--- src/rtl/sar_sequencer.sv ---
// sar_sequencer: successive-approximation sequencer driving a PWM-DAC trial code and sampling an external comparator.
// Optional SAR_AUTORESTART_EN: free-running conversions; the start input is ignored.
module sar_sequencer #(
  parameter int unsigned BITS          = 8,
  parameter int unsigned SETTLE_CYCLES = 1024
) (
  input  logic            CLOCK_50,
  input  logic            rst,
  input  logic            start,
  input  logic            compare,
  output logic [BITS-1:0] dac_code,
  output logic [BITS-1:0] result,
  output logic            result_valid,
  output logic            busy
);

  localparam int unsigned     CNTW     = (SETTLE_CYCLES > 1) ? $clog2(SETTLE_CYCLES) : 1;
  localparam int unsigned     IDXW     = (BITS > 1) ? $clog2(BITS) : 1;
  localparam logic [CNTW-1:0] CNT_LAST = CNTW'(SETTLE_CYCLES - 1);
  localparam logic [IDXW-1:0] IDX_TOP  = IDXW'(BITS - 1);
  localparam logic [BITS-1:0] MSB_ONLY = BITS'(1) << (BITS - 1);

  typedef enum logic [1:0] {
    IDLE,
    SETTLE,
    DECIDE
  } state_t;

  state_t          state_q;
  logic [CNTW-1:0] cnt_q;
  logic [IDXW-1:0] idx_q;
  logic [BITS-1:0] dac_q;
  logic [BITS-1:0] result_q;
  logic            valid_q;
  logic            busy_q;
  logic            cmp_meta_q;
  logic            cmp_s_q;
  logic [BITS-1:0] dac_d;
  logic            go;

`ifdef SAR_AUTORESTART_EN
  logic unused_start;
  assign unused_start = start;
  assign go           = 1'b1;
`else
  assign go = start;
`endif

  // Resolve bit idx from the synchronized comparator and arm the next lower trial bit.
  always_comb begin
    dac_d = dac_q;
    for (int unsigned b = 0; b < BITS; b++) begin
      if ((IDXW'(b) == idx_q) && !cmp_s_q) dac_d[b] = 1'b0;
      if ((idx_q != '0) && (IDXW'(b) == (idx_q - IDXW'(1)))) dac_d[b] = 1'b1;
    end
  end

  always_ff @(posedge CLOCK_50 or negedge rst) begin
    if (!rst) begin
      state_q    <= IDLE;
      cnt_q      <= '0;
      idx_q      <= '0;
      dac_q      <= '0;
      result_q   <= '0;
      valid_q    <= 1'b0;
      busy_q     <= 1'b0;
      cmp_meta_q <= 1'b0;
      cmp_s_q    <= 1'b0;
    end else begin
      cmp_meta_q <= compare;
      cmp_s_q    <= cmp_meta_q;
      valid_q    <= 1'b0;
      case (state_q)
        IDLE: begin
          if (go) begin
            dac_q   <= MSB_ONLY;
            idx_q   <= IDX_TOP;
            cnt_q   <= '0;
            busy_q  <= 1'b1;
            state_q <= SETTLE;
          end
        end
        SETTLE: begin
          cnt_q <= cnt_q + CNTW'(1);
          if (cnt_q == CNT_LAST) state_q <= DECIDE;
        end
        DECIDE: begin
          dac_q <= dac_d;
          if (idx_q == '0) begin
            result_q <= dac_d;
            valid_q  <= 1'b1;
            busy_q   <= 1'b0;
            state_q  <= IDLE;
          end else begin
            idx_q   <= idx_q - IDXW'(1);
            cnt_q   <= '0;
            state_q <= SETTLE;
          end
        end
        default: state_q <= IDLE;
      endcase
    end
  end

  assign dac_code     = dac_q;
  assign result       = result_q;
  assign result_valid = valid_q;
  assign busy         = busy_q;

endmodule

--- config.mk ---
export PLATFORM = sky130hd
export DESIGN_NAME = sar_sequencer
export DESIGN_NICKNAME = d
export VERILOG_FILES = /design/src/rtl/sar_sequencer.sv
export SDC_FILE = /design/constraint.sdc
export NUM_CORES = 1
export LEC_CHECK = 0
export ABC_CLOCK_PERIOD_IN_PS = 1710
export BUFFER_PORTS_ARGS = -buffer_cell sky130_fd_sc_hd__buf_4
export CAP_MARGIN = 20
export CELL_PAD_IN_SITES_DETAIL_PLACEMENT = 1
export CELL_PAD_IN_SITES_GLOBAL_PLACEMENT = 1
export CORE_MARGIN = 2
export CORE_UTILIZATION = 41
export CTS_BUF_LIST = sky130_fd_sc_hd__clkbuf_8
export DETAILED_ROUTE_END_ITERATION = 10
export GPL_TIMING_DRIVEN = 0
export HOLD_SLACK_MARGIN = 0.15
export PLACE_DENSITY_LB_ADDON = 0.1
export SLEW_MARGIN = 10
export SYNTH_ARGS = -nofsm -noshare
export SYNTH_HDL_FRONTEND = slang
export SYNTH_SLANG_ARGS = --single-unit
--- constraint.sdc ---
create_clock -name CLOCK_50 -period 1.71 [get_ports CLOCK_50]
set_input_delay 0 -clock CLOCK_50 [delete_from_list [all_inputs] [get_ports CLOCK_50]]
set_output_delay 0 -clock CLOCK_50 [all_outputs]
set_load 0.005 [all_outputs]
==> run metrics <==
grt total ovfl 0; largest net degree at the start of global routing 36; Worst setup startpoint idx_q[1]; DR pass1 iterations 4; DIE HEIGHT between 60 and 70 microns; Final Util 0.549; initial antenna violation count 0; status complete, no violations; crit path max fanout 6; Initial Util 0.425; gr usage total 0.211; Max IR drop VDD a little over 500 uV; Async S/R FF share, synth 1.00; Leak 0.981 nW; Worst EP arrival about 1.9 ns; H-tree levels 2; Synth Instances between 150 and 200; total power 1.89 mW; Final Instance Count excl. Fillers 264; RR Endpoint cnt_q[7]; boundary pin count 22; Layout fillers 448; RSZ-0062 raised after global routing true; gp weighted congestion roughly 0.74; IO Port Bufs 21; FF+latch count, synth 35; Die W approximately 68 microns; unique cell type count in the Yosys netlist 30; Inst Count DP about 240; Core Footprint 3970 sq um; number of diodes 0; Cell Pwr Density approximately 870 nW/um^2; clk sinks 35; Routed WL 4420 microns; dpl ws -0.324 ns; Worst Hold Class in -> async; drt wl/cell around 17 microns; Crit path required time roughly 1.9 ns; drt initial violations 45; Avg Cell Area, Syn 9.76 sq um; Root Driver clkbuf_8; fin crit share 0.998; RR Startpoint idx_q[1]; hpwl dp approximately 2900 microns; final slew viol count 0; layout cells sized above 1 0.308; final setup fails 0; CTS tree built; latest clock arrival within the worst-skew pair ~0.28 ns; Max Clock Skew 0.00866 ns; critical path class reg -> reg; maximum clock frequency between 0.5 and 0.6 GHz; first-pass GRT wire length between 7000 and 8000 microns; P&R area growth vs syn 29.2%; max cap viols 0; cts bufs inserted 5; Main synth FF type dfrtp_1; number of global-route vias before repair roughly 1500; FF-to-FF path depth 6; Multi-input gate area ~830 sq um; FF+latch area 878 sq um; sequential cell area fraction in the yosys report 0.519; antenna-violating nets left 0; DR DRC count 0; final net count about 220; Crit. End Element register; Max clock buf depth 2; Worst-path clk slew about 0.070 ns; Synth warnings 0; Max-slew headroom 0.623; via count between 1000 and 1500; Syn Nets between 150 and 200; Synth Cell Area 1690 sq um; Row Count 23; flop2flop setup slack 0.003 ns; Critical Path Source Type register; EDFF count, synth 0; Worst Tran Pin Value 0.566 ns; Final Critical Period roughly 1.7 ns; Final Worst Setup Slack 0.00302 ns; via/cell ratio approximately 5.5; die area ~4600 sq um; Hold WS between 0.2 and 0.25 ns; final hold vios 0
-- what timing repair did --
item	in CTS	in global routing
endpoints found under the setup margin	21	15
cloned	1	0
hold buffers	3	0
buffers inserted	7	2
pin swaps	3	0
resized for setup	17	6
endpoints found under the hold margin	38	0
-- worst max-delay path by stage --
stage / endpoint / slack, ns
finish: cnt_q[7] / 0.003
global route: cnt_q[7] / -0.08
CTS: cnt_q[7] / 0.004
detailed placement: result[5] / -0.32
global placement: state_q[0] / -0.25
floorplan: cnt_q[4] / 0.01
-- flip-flops by register name, indices dropped and copies added (netlist names) --
register      count
cnt_q            10
state_q           2
cmp_meta_q        1
result            8
result_valid      1
dac_code          8
busy              1
cmp_s_q           1
idx_q             3
-- final cells by class --
cell class	instances	share of cell area
tap	50	0.0287
clock inverter	3	0.00574
inverter	9	0.0155
buffer	5	0.0184
sequential	35	0.403
timing repair buffer	33	0.117
multi-input combinational	124	0.380
clock buffer	5	0.0316
-- synthesized netlist by cell type, types with 2 or more instances --
| library cell | instances | area share |
|---|---|---|
| o31ai_1 | 6 | 0.027 |
| nand2_1 | 31 | 0.069 |
| nor2_1 | 6 | 0.013 |
| inv_1 | 7 | 0.016 |
| nand2b_1 | 2 | 0.0074 |
| nor2b_1 | 3 | 0.011 |
| or4_1 | 6 | 0.027 |
| a21oi_1 | 13 | 0.039 |
| nor3_1 | 3 | 0.0089 |
| a21o_1 | 3 | 0.013 |
| clkbuf_1 | 2 | 0.0044 |
| buf_6 | 2 | 0.013 |
| buf_2 | 2 | 0.0059 |
| a32o_1 | 2 | 0.012 |
| or3_1 | 2 | 0.0074 |
| o21ai_1 | 17 | 0.050 |
| nand3_1 | 5 | 0.015 |
| ha_1 | 6 | 0.044 |
| o21a_1 | 2 | 0.0089 |
| a22oi_1 | 8 | 0.036 |
| inv_2 | 2 | 0.0044 |
| dfrtp_1 | 35 | 0.52 |
-- kinds of logic (layout without fill, tap and decap cells) --
family | count (synthesis) | after routing | synth area share
buffers and inverters | 15 | 55 | 0.0437
muxes | 1 | 1 | 0.00593
DFF | 35 | 35 | 0.519
adders and majority gates | 6 | 6 | 0.0445
AOI/OAI and AO/OA | 55 | 56 | 0.211
and+or+nand+nor | 61 | 61 | 0.176
-- per-layer routing --
layer	vias to the layer above	routed length, microns	global-route usage
li1	701	-	-
met3	2	111	0.0444
met2	17	2480	0.392
met5	-	0	0
met4	0	10	0.0450
met1	739	1820	0.248
-- where the power goes --
group,internal [mW],switching [mW],leakage (nW),total [mW]
registers,0.916,0.0885,0.444,1.00
clock network,0.274,0.286,0.0505,0.559
logic,0.151,0.174,0.486,0.325
-- stage by stage --
stage               instance area, sq um  TNS (ns)
CTS                                 2150         0
global route                        2180    -0.527
floorplan                           1710         0
finish                              2180         0
detailed placement                  1930     -4.68
global placement                    1930     -3.00
-- worst max-delay path: stages (launching register included) --
cell     delay (ns)
dfrtp_1        0.37
inv_2          0.07
ha_4           0.16
nor2b_4        0.15
o22a_4         0.26
or4_4          0.49
a21oi_2        0.14
-- placed cells by master, fill, tap and decap left out, types with 5 or more instances in the layout --
cell type,count
dfrtp_1,33
ha_1,5
clkbuf_8,6
a21oi_1,10
nand2_1,30
o21ai_1,17
nor2_1,6
o31ai_2,5
inv_1,7
nand3_1,5
buf_4,30
a22oi_1,8
No activity file was read; power rests on OpenSTA's default activity.
